## src/rtl/reg_file_sbus_master_pkg.sv

```systemverilog
// Shared types and constants for the serial register-file bus master.
// The register file, the master and the bench all use the same address map.
package reg_file_pkg;

  typedef enum logic [2:0] {
    ST_IDLE,
    ST_CMD,
    ST_ADDR,
    ST_DATA,
    ST_DONE
  } state_e;

  localparam int CMD_CYCLES   = 1;
  localparam int ADDR_BITS    = 8;
  localparam int DATA_BITS    = 8;
  // One IDLE arbitration cycle and one DONE/ACK cycle frame the serial part.
  localparam int FRAME_CYCLES = CMD_CYCLES + ADDR_BITS + DATA_BITS + 2;

  localparam int N_REGS = 5;
  localparam logic [N_REGS-1:0][7:0] REG_ADDR_MAP = {8'h55, 8'h06, 8'hA1, 8'h78, 8'h34};
  localparam logic [7:0] RO_ADDR        = 8'h55;
  localparam logic [7:0] RO_RESET_VALUE = 8'h33;

  // Map index of a register address, or -1 when the address is unmapped.
  function automatic int reg_index(input logic [7:0] addr);
    int ix;
    ix = -1;
    for (int i = 0; i < N_REGS; i++) begin
      if (REG_ADDR_MAP[i] == addr) ix = i;
    end
    return ix;
  endfunction

endpackage

```

## src/rtl/reg_file_sbus_master_if.sv

```systemverilog
// Requester bus and single-wire register-file bus of the serial master.
// The master modport is the bus master; the slave modport is requesters plus register file.
interface reg_file_sbus_if #(
  parameter int N_REQ      = 2,
  parameter int ADDR_WIDTH = 8,
  parameter int DATA_WIDTH = 8
);
  logic [N_REQ-1:0]            REQ;
  logic [N_REQ-1:0]            REQ_WR;
  logic [N_REQ*ADDR_WIDTH-1:0] REQ_ADDR;
  logic [N_REQ*DATA_WIDTH-1:0] REQ_WDATA;
  logic [N_REQ-1:0]            ACK;
  logic [DATA_WIDTH-1:0]       RDATA;
  logic                        BUSY;
  logic                        RD_EN;
  logic                        WR_EN;
  logic                        DIN;
  logic                        DOUT;

  modport master (
    input  REQ, REQ_WR, REQ_ADDR, REQ_WDATA, DOUT,
    output ACK, RDATA, BUSY, RD_EN, WR_EN, DIN
  );

  modport slave (
    output REQ, REQ_WR, REQ_ADDR, REQ_WDATA, DOUT,
    input  ACK, RDATA, BUSY, RD_EN, WR_EN, DIN
  );
endinterface

```

## src/rtl/reg_file_sbus_master_rr_arbiter.sv

```systemverilog
// Combinational round-robin arbiter: lowest requesting index at or above ptr_i wins,
// wrapping around. The pointer itself is owned by the caller.
module rr_arbiter #(
  parameter int N_REQ = 2,
  parameter int IDX_W = (N_REQ > 1) ? $clog2(N_REQ) : 1
) (
  input  logic [N_REQ-1:0] req_i,
  input  logic [IDX_W-1:0] ptr_i,
  input  logic             en_i,
  output logic [N_REQ-1:0] gnt_o,
  output logic [IDX_W-1:0] gnt_idx_o
);

  logic             found;
  logic [IDX_W-1:0] idx;

  always_comb begin
    // NOTE: every output and temporary gets a default first so no path leaves a latch.
    gnt_o     = '0;
    gnt_idx_o = '0;
    found     = 1'b0;
    idx       = '0;
    for (int k = 0; k < N_REQ; k++) begin
      idx = IDX_W'((int'(ptr_i) + k) % N_REQ);
      if (en_i && !found && req_i[idx]) begin
        gnt_o[idx] = 1'b1;
        gnt_idx_o  = idx;
        found      = 1'b1;
      end
    end
  end

endmodule

```

## src/rtl/reg_file_sbus_master.sv

```systemverilog
// Serial-bus master: arbitrates N_REQ parallel requesters and serialises each granted
// request into the register file's CMD / 8 address / 8 data bit frame.
module reg_file_sbus_master
  import reg_file_pkg::*;
#(
  parameter int N_REQ      = 2,
  parameter int ADDR_WIDTH = 8,
  parameter int DATA_WIDTH = 8
) (
  input  logic            CLK,
  input  logic            RSTN,
  reg_file_sbus_if.master bus
);

  localparam int IDX_W = (N_REQ > 1) ? $clog2(N_REQ) : 1;

  state_e                  state_q;
  logic [IDX_W-1:0]        ptr_q;
  logic [IDX_W-1:0]        gnt_idx_q;
  logic                    wr_q;
  logic [ADDR_WIDTH-1:0]   addr_q;
  logic [DATA_WIDTH-1:0]   wdata_q;
  logic [DATA_WIDTH-1:0]   rshift_q;
  logic [3:0]              bit_cnt_q;
  logic [N_REQ-1:0]        ack_q;
  logic [DATA_WIDTH-1:0]   rdata_q;
  logic                    busy_q;
  logic                    rd_en_q;
  logic                    wr_en_q;
  logic                    din_q;

  logic [N_REQ-1:0]        arb_gnt;
  logic [IDX_W-1:0]        arb_idx;

  rr_arbiter #(
    .N_REQ (N_REQ),
    .IDX_W (IDX_W)
  ) u_arb (
    .req_i     (bus.REQ),
    .ptr_i     (ptr_q),
    .en_i      (state_q == ST_IDLE),
    .gnt_o     (arb_gnt),
    .gnt_idx_o (arb_idx)
  );

  // Outputs are registered for the state being entered, so each lands in its own cycle.
  always_ff @(posedge CLK or negedge RSTN) begin
    if (!RSTN) begin
      state_q   <= ST_IDLE;
      ptr_q     <= '0;
      // NOTE: the latched request registers are reset too, so DIN can never carry X.
      gnt_idx_q <= '0;
      wr_q      <= 1'b0;
      addr_q    <= '0;
      wdata_q   <= '0;
      rshift_q  <= '0;
      bit_cnt_q <= '0;
      ack_q     <= '0;
      rdata_q   <= '0;
      busy_q    <= 1'b0;
      rd_en_q   <= 1'b0;
      wr_en_q   <= 1'b0;
      din_q     <= 1'b0;
    end else begin
      // NOTE: non-blocking throughout, so every branch reads the pre-edge values.
      ack_q   <= '0;
      rd_en_q <= 1'b0;
      wr_en_q <= 1'b0;
      case (state_q)
        ST_IDLE: begin
          if (arb_gnt != '0) begin
            gnt_idx_q <= arb_idx;
            wr_q      <= bus.REQ_WR[arb_idx];
            addr_q    <= bus.REQ_ADDR[arb_idx*ADDR_WIDTH +: ADDR_WIDTH];
            wdata_q   <= bus.REQ_WDATA[arb_idx*DATA_WIDTH +: DATA_WIDTH];
            wr_en_q   <= bus.REQ_WR[arb_idx];
            rd_en_q   <= ~bus.REQ_WR[arb_idx];
            busy_q    <= 1'b1;
            din_q     <= 1'b0;
            state_q   <= ST_CMD;
          end
        end
        ST_CMD: begin
          din_q     <= addr_q[ADDR_WIDTH-1];
          addr_q    <= addr_q << 1;
          bit_cnt_q <= 4'(ADDR_WIDTH - 1);
          state_q   <= ST_ADDR;
        end
        ST_ADDR: begin
          if (bit_cnt_q == '0) begin
            // Reads drive zeros on DIN while the register file shifts data out.
            din_q     <= wr_q & wdata_q[DATA_WIDTH-1];
            wdata_q   <= wdata_q << 1;
            bit_cnt_q <= 4'(DATA_WIDTH - 1);
            state_q   <= ST_DATA;
          end else begin
            din_q     <= addr_q[ADDR_WIDTH-1];
            addr_q    <= addr_q << 1;
            bit_cnt_q <= bit_cnt_q - 4'd1;
          end
        end
        ST_DATA: begin
          if (!wr_q) rshift_q <= {rshift_q[DATA_WIDTH-2:0], bus.DOUT};
          if (bit_cnt_q == '0) begin
            din_q            <= 1'b0;
            ack_q[gnt_idx_q] <= 1'b1;
            if (!wr_q) rdata_q <= {rshift_q[DATA_WIDTH-2:0], bus.DOUT};
            state_q          <= ST_DONE;
          end else begin
            din_q     <= wr_q & wdata_q[DATA_WIDTH-1];
            wdata_q   <= wdata_q << 1;
            bit_cnt_q <= bit_cnt_q - 4'd1;
          end
        end
        ST_DONE: begin
          busy_q  <= 1'b0;
          ptr_q   <= (gnt_idx_q == IDX_W'(N_REQ - 1)) ? '0 : gnt_idx_q + 1'b1;
          state_q <= ST_IDLE;
        end
        default: state_q <= ST_IDLE;
      endcase
    end
  end

  assign bus.ACK   = ack_q;
  assign bus.RDATA = rdata_q;
  assign bus.BUSY  = busy_q;
  assign bus.RD_EN = rd_en_q;
  assign bus.WR_EN = wr_en_q;
  assign bus.DIN   = din_q;

endmodule

```

## src/flat_wrapper.sv

```systemverilog
// flat-port wrapper written by rule: the top's interface ports become plain ports
module reg_file_sbus_master_flat import reg_file_pkg::*;
#(
  parameter int N_REQ      = 2,
  parameter int ADDR_WIDTH = 8,
  parameter int DATA_WIDTH = 8
)
  (CLK, RSTN, bus_REQ, bus_REQ_WR, bus_REQ_ADDR, bus_REQ_WDATA, bus_DOUT, bus_ACK, bus_RDATA, bus_BUSY, bus_RD_EN, bus_WR_EN, bus_DIN);
  reg_file_sbus_if #(.N_REQ(N_REQ), .ADDR_WIDTH(ADDR_WIDTH), .DATA_WIDTH(DATA_WIDTH)) bus_i ();
  input  logic CLK;
  input  logic RSTN;
  input wire logic [$bits(bus_i.REQ)-1:0] bus_REQ;
  input wire logic [$bits(bus_i.REQ_WR)-1:0] bus_REQ_WR;
  input wire logic [$bits(bus_i.REQ_ADDR)-1:0] bus_REQ_ADDR;
  input wire logic [$bits(bus_i.REQ_WDATA)-1:0] bus_REQ_WDATA;
  input wire logic [$bits(bus_i.DOUT)-1:0] bus_DOUT;
  output wire logic [$bits(bus_i.ACK)-1:0] bus_ACK;
  output wire logic [$bits(bus_i.RDATA)-1:0] bus_RDATA;
  output wire logic [$bits(bus_i.BUSY)-1:0] bus_BUSY;
  output wire logic [$bits(bus_i.RD_EN)-1:0] bus_RD_EN;
  output wire logic [$bits(bus_i.WR_EN)-1:0] bus_WR_EN;
  output wire logic [$bits(bus_i.DIN)-1:0] bus_DIN;
  assign bus_i.REQ = bus_REQ;
  assign bus_i.REQ_WR = bus_REQ_WR;
  assign bus_i.REQ_ADDR = bus_REQ_ADDR;
  assign bus_i.REQ_WDATA = bus_REQ_WDATA;
  assign bus_i.DOUT = bus_DOUT;
  assign bus_ACK = bus_i.ACK;
  assign bus_RDATA = bus_i.RDATA;
  assign bus_BUSY = bus_i.BUSY;
  assign bus_RD_EN = bus_i.RD_EN;
  assign bus_WR_EN = bus_i.WR_EN;
  assign bus_DIN = bus_i.DIN;
  reg_file_sbus_master #(.N_REQ(N_REQ), .ADDR_WIDTH(ADDR_WIDTH), .DATA_WIDTH(DATA_WIDTH)) u_core (.CLK(CLK), .RSTN(RSTN), .bus(bus_i));
endmodule
```

## config.mk

```make
export PLATFORM = sky130hd
export DESIGN_NAME = reg_file_sbus_master_flat
export DESIGN_NICKNAME = d
export VERILOG_FILES = /design/src/rtl/reg_file_sbus_master_pkg.sv /design/src/rtl/reg_file_sbus_master_if.sv /design/src/rtl/reg_file_sbus_master_rr_arbiter.sv /design/src/rtl/reg_file_sbus_master.sv /design/src/flat_wrapper.sv
export SDC_FILE = /design/constraint.sdc
export NUM_CORES = 1
export LEC_CHECK = 0
export ABC_AREA = 1
export CORE_ASPECT_RATIO = 1.25
export CORE_MARGIN = 4
export CORE_UTILIZATION = 62
export CTS_CLUSTER_SIZE = 30
export DETAILED_ROUTE_END_ITERATION = 8
export DONT_BUFFER_PORTS = 1
export GPL_TIMING_DRIVEN = 0
export HOLD_SLACK_MARGIN = 0.15
export PLACE_DENSITY_LB_ADDON = 0.12
export SYNTH_ARGS = -nofsm -noshare
export SYNTH_HDL_FRONTEND = slang
export SYNTH_SLANG_ARGS = --single-unit
```

## constraint.sdc

```tcl
create_clock -name CLK -period 1.9 [get_ports CLK]
set_clock_uncertainty 0.1 [all_clocks]
set_input_delay 0.285 -clock CLK [delete_from_list [all_inputs] [get_ports CLK]]
set_output_delay 0.285 -clock CLK [all_outputs]
set_load 0.005 [all_outputs]
```

* Yosys cells after proc, flatten, opt, wreduce, memory -nomap -nowiden *
Index checks and enable logic that the tools add are counted.

word-level totals
  logic and storage cells = 107
  memory bits (read-only) = 0
  output and inout port bits = 14
  memories = 0
  register bits = 47
  bits in writable memories = 0
  input bits = 39
  latch bits = 0

operators by class
  magnitude comparators = 7
  bitwise logic cells = 4
  div/mod/pow operators = 0
  reductions and logical operators = 24
  shift-type cells = 2
  multiply operators = 0
  mux-type cells = 44
  add/subtract/negate cells = 3
  eq/ne operators = 9

operator list
  operator             number
  $pmux 8 s3           2
  $mux 8               5
  $shiftx 16x5->8      2
  $mux 1               21
  $pmux 3 s4           1
  $pmux 4 s3           1
  $reduce_and 2->1     5
  $mux 3               3
  $reduce_and 3->1     3
  $reduce_bool 3->1    3
  $lt 1x2->1 const B   4
  $mux 2               4
  $mux 4               2
  $eq 3x2->1 const B   2
  $logic_and 1x1->1    6
  $ne 2x1->1 const B   3
  $logic_not 4->1      1
  $ne 2x2->1 const B   2
  $pmux 1 s4           1
  $reduce_and 4->1     1
  $reduce_bool 2->1    2
  $reduce_bool 4->1    1
  $sub 4x1->4 const B  1
  $demux 1 s1          3
  10 further kinds     14

* Depth between registers and ports, before layout *
  depth in word-level cells = 13
  mapped depth = 10
  depth with buffers taken out = 9

* Hierarchy *
A second synthesis with hierarchy kept.

unflattened totals
  cells, all modules = 308
  area total of the unflattened synthesis = 2,393.5 sq um

modules (own cells, without submodules)
  module                seq. area each (sq um)  instances  area each (sq um)  cells each
  reg_file_sbus_master  1,176.1                 1          2,367.3            302
  rr_arbiter            0.0                     1          26.3               6

* Least setup slack after synthesis *
OpenSTA, ideal clock, no wires.

  path type = flip-flop to flip-flop
  start point = register u_core.bit_cnt_q[0]
  end point = register u_core.wdata_q[7]
  arrival = 1.339 ns
  path slack = 0.344 ns
  cell stages (with the launch flop) = 11
  buffers on the path = 1
  period minus slack after synthesis = 1.556 ns
  data required time = 1.684 ns
  setup time = 0.116 ns
  cells stage by stage = dfrtp_1 -> inv_1 -> ha_1 -> nand3_2 -> nand2_2 -> nand2_1 -> nand3_4 -> buf_6 -> nor2_1 -> nand2_1 -> nand2_1

between the ends
  word-level cells in the longest chain between the ends = 3
  elaborated cells between the ends (all ways) = 4
  those cells by class = eq/ne: 2; reduce/logical: 2

RTL lines
  what                                                       RTL line                                                 RTL
  start, declared                                            reg_file_sbus_master.sv:24                               logic [3:0] bit_cnt_q;
  start signal, assigned                                     reg_file_sbus_master.sv:86                               bit_cnt_q <= 4'(ADDR_WIDTH - 1);
  start signal, assigned                                     reg_file_sbus_master.sv:94                               bit_cnt_q <= 4'(DATA_WIDTH - 1);
  start signal, assigned                                     reg_file_sbus_master.sv:99                               bit_cnt_q <= bit_cnt_q - 4'd1;
  $logic_not 4->1 *                                          reg_file_sbus_master.sv:90, reg_file_sbus_master.sv:104
  $ne 2x1->1 (no source line) or $ne 2x2->1 (tied branches)  --
  $reduce_and 4->1 (no source line) *                        --
  end signal, assigned                                       reg_file_sbus_master.sv:75                               wdata_q <= bus.REQ_WDATA[arb_idx*DATA_WIDTH +: DATA_WIDTH];
  end signal, assigned                                       reg_file_sbus_master.sv:93                               wdata_q <= wdata_q << 1;
  end signal, assigned                                       reg_file_sbus_master.sv:111                              wdata_q <= wdata_q << 1;
  end, declared                                              reg_file_sbus_master.sv:22                               logic [DATA_WIDTH-1:0] wdata_q;

Every way passes the cells marked *; elsewhere a longest branch is shown, timed or not.
A chain may end at the register's enable or synchronous reset.

* Worst setup path after layout *
  start point = register u_core.state_q[1]
  end point = register u_core.rd_en_q, in the netlist u_core.bus.RD_EN

between the ends
  word-level cells in the longest chain between the ends = 12
  elaborated cells between the ends (all ways) = 17
  those cells by class = mux: 9; bitwise: 2; reduce/logical: 6

RTL lines
  what                                       RTL line                                                RTL
  start, declared                            reg_file_sbus_master.sv:17                              state_e state_q;
  start signal, assigned                     reg_file_sbus_master.sv:49                              state_q <= ST_IDLE;
  start signal, assigned                     reg_file_sbus_master.sv:80                              state_q <= ST_CMD;
  start signal, assigned                     reg_file_sbus_master.sv:87                              state_q <= ST_ADDR;
  $logic_not 3->1 *                          reg_file_sbus_master.sv:41, reg_file_sbus_master.sv:69
  $logic_and 1x1->1                          reg_file_sbus_master_rr_arbiter.sv:25                   if (en_i && !found && req_i[idx]) begin
  $mux 1                                     reg_file_sbus_master_rr_arbiter.sv:25
  $logic_not 1->1                            reg_file_sbus_master_rr_arbiter.sv:25
  $logic_and 1x1->1 (2 in a row)             reg_file_sbus_master_rr_arbiter.sv:25
  $mux 1                                     reg_file_sbus_master_rr_arbiter.sv:25
  $mux 1 (implied by the code) (2 in a row)  reg_file_sbus_master.sv:77                              rd_en_q <= ~bus.REQ_WR[arb_idx];
  $not 1->1                                  reg_file_sbus_master.sv:77
  $mux 1                                     reg_file_sbus_master.sv:71                              if (arb_gnt != '0) begin
  $mux 1 *                                   reg_file_sbus_master.sv:69                              case (state_q)
  end signal, assigned                       reg_file_sbus_master.sv:77
  end, declared                              reg_file_sbus_master.sv:28                              logic rd_en_q;

Every way passes the cells marked *; elsewhere a longest branch is shown, timed or not. The select of a mux whose other input is x is not followed.

==> flow_metrics.tcl <==
set metrics [dict create \
    grt_max_degree 48 \
    place_area_sq_um 2480 \
    cap_violations 0 \
    period_share_pct 90.6 \
    htreeDepth 2 \
    syn_area_per_cell_sq_um 7.94 \
    clkTransAtPathRegs_ns 0.09 \
    dpl_worst_slack_ns 0.137 \
    ys_top_cells_by_area "dfrtp_1 (49%), nand2_1 (12%), nand3_1 (7.3%)" \
    start_util_pct 63.8 \
    whs_ns 0.156 \
    synth_top_family_by_area "simple AND/OR/NAND/NOR gates" \
    cts.sinks 47 \
    synth.net_count 344 \
    cts-root-buf "clkbuf_8" \
    fin_tns_setup_ns 0 \
    num_vias 2072 \
    dieHeight_um 77.8 \
    crit_path_start_kind "flop" \
    min_path_type "input pin to flop" \
    antenna_found_initial 0 \
    tritoncts "done" \
    grt_first_pass_wirelength_um 9420 \
    grt_use_met3_pct 5.50 \
    drt_iter0_markers 114 \
    netlist_instances 304 \
    cp_slowest_cell "dfrtp_1" \
    yosys.area_share.simple_pct 31.2 \
    io_pins 53 \
    slowest_delay_ns 0.44 \
    crit_top_cell "nand2_1" \
    worstPathRequired_ns 1.99 \
    critPathCaptureType "flop" \
    synth_area_leader_cell "dfrtp_1" \
    syn_area_sq_um 2410 \
    cts_buffers 5 \
    dp_hpwl_um 3390 \
    fin_area_sq_um 2890 \
    fmax_mhz 581 \
    ys_types 26 \
    whs_path_depth 4 \
    vias_per_cell 5.30 \
    setup_violations 0 \
    dieArea_sq_um 4960 \
    grt-ovfl-total 0 \
    hold_viol_final 0 \
    routed_wl_um 5200 \
    synth_top_cell_area_share_pct 48.7 \
    crit_chain "inv_2 > nand2_1 > nor2_4 > nand2_1 > buf_2 > nand2_1 > o21ai_2 > and2_1" \
    die_w_um 63.8 \
    drive_gt1_share_pct 12.2 \
    clk_latency_ns 0.29 \
    peakVddDrop_v 0.000871 \
    worst_pin_slew_ns 0.584 \
    powerDensity_nw_per_um2 1620 \
    synthMuxAreaShare_pct 0 \
    first_pass_iters 4 \
    row_count 25 \
    grt_util_all_layers_pct 23.9 \
    met2_usage_pct 41.3 \
    relSlewSlack_pct 60.7 \
    synth-adder-area-share_pct 0.518 \
    grt_pass1_vias 2066 \
    cp.arrival_ns 1.81 \
    critical_path_class "flop to flop" \
    place.gp.congestion 0.807 \
    antenna_cells 0 \
    ant_nets 0 \
    drc 0 \
    cellLeakagePower_nw 1.46 \
    reg2reg_depth 8 \
    synth_xor_area_share_pct 0.363 \
    worstPathMaxFanout 10 \
    period_minus_slack_ns 1.72 \
    syn2layout_area_growth_pct 19.7 \
    finalMaxSlewViolations 0 \
    coreArea_sq_um 3780 \
    grt_use_met1_pct 28.8 \
    yosysWarnings 0 \
    status "finished clean" \
    cts_max_path_buffers 2 \
    grt-busiest-layer "met2" \
    post_drt_wl_per_cell_um 13.3 \
    nets 376 \
    placement.io_buffers 0 \
    synth-compound-area-share_pct 10.8 \
    ys_seq_area_share_pct 48.7 \
    rsz0062_at_grt "no" \
    fin_ws_ns 0.179 \
    ys_ff_latch 47 \
]
## through the flow
step                      total power, mW  utilization [%]  cells
final                                4.69             76.3    391
after global routing                 5.13             76.3    391
after CTS                            4.72             76.1    391
after detailed placement             3.78             65.6    358
after global placement               3.70             65.6    358
after floorplan                      3.34                -    304
## power by group
group	switching, mW	internal (mW)	total [mW]
Sequential	0.259	1.44	1.70
Combinational	1.36	0.780	2.14
Clock	0.324	0.526	0.850
Total	1.95	2.75	4.69
## worst paths after layout
kind                              startpoint                 end  slack, ns
min in group asynchronous               RSTN  u_core.rshift_q[5]       0.41
setup reg to reg           u_core.state_q[1]    u_core.bus.RD_EN       0.18
hold / removal             bus_REQ_WDATA[12]   u_core.wdata_q[4]       0.16
hold reg to reg             u_core.gnt_idx_q   u_core.bus.ACK[0]       0.32
max in group asynchronous               RSTN   u_core.state_q[1]       1.08
setup / recovery           u_core.state_q[1]    u_core.bus.RD_EN       0.18
## synthesized netlist by cell type (all sizes together)
cell type / number
a21boi: 7
a21oi: 11
a22oi: 1
and2: 1
buf: 7
clkbuf: 1
dfrtp: 47
ha: 1
inv: 40
nand2: 82
nand3: 39
nor2: 43
o21ai: 22
o22ai: 1
xor2: 1
## sequential cells by signal (all words and copies together), names as in the netlist, 2 cells and up
| register | flops |
|---|---|
| u_core.addr_q | 8 |
| u_core.bus.RDATA | 8 |
| u_core.wdata_q | 8 |
| u_core.rshift_q | 7 |
| u_core.bit_cnt_q | 4 |
| u_core.state_q | 3 |
| u_core.bus.ACK | 2 |
## critical path, delay by kind of cell, from the launching register on
family,cells,cell delay (ns)
DFF,1,0.44
AOI/OAI and AO/OA,1,0.06
buffers and inverters,2,0.34
and+or+nand+nor,5,0.67
## placed cells by master (no fill, tap or decap)
master,synthesis,routed
a21boi_0,7,7
a21oi_1,10,10
a21oi_2,1,1
a22oi_1,1,1
and2_1,1,1
buf_16,0,1
buf_2,5,5
buf_6,2,2
bufinv_16,0,2
clkbuf_1,1,2
clkbuf_8,0,5
dfrtp_1,47,47
dlygate4sd3_1,0,24
ha_1,1,1
inv_1,36,36
inv_2,4,4
nand2_1,77,77
nand2_2,3,3
nand2_4,2,2
nand3_1,35,35
nand3_2,3,2
nand3_4,1,2
nor2_1,38,38
nor2_2,1,1
nor2_4,4,4
o21ai_0,11,11
o21ai_1,4,4
o21ai_2,7,7
o22ai_1,1,1
xor2_1,1,1
## per-layer routing
layer / share of wire, % / routed length [um]
met5: 0 / 0
met4: 1.7 / 89
met3: 5.5 / 287
met2: 53 / 2740
met1: 40 / 2080
## what timing repair did
action / CTS / global route
endpoints found under the hold margin: 68 / 0
buffers inserted: 0 / 0
resized for setup: 0 / 1
hold buffers: 25 / 0
endpoints found under the setup margin: 0 / 1
## cells by family (layout without fill, tap and decap cells)
family | count (synthesis) | in the layout
AO/OA/AOI/OAI | 42 | 42
XOR/XNOR | 1 | 1
adder cells (fa/ha/maj) | 1 | 1
buffers and inverters | 48 | 81
flip-flops | 47 | 47
AND/OR/NAND/NOR | 165 | 165
## layout make-up
class,count,area (sq um)
flip-flops and latches,47,1180
clock buffers,6,72.6
inverters,40,150
well taps,54,67.6
plain buffers,8,51.3
multi-input cells,209,1040
fillers,281,896
repair buffers,25,268
clock inverters,2,60.1
Note: power is estimated with default switching activity, not from simulation.
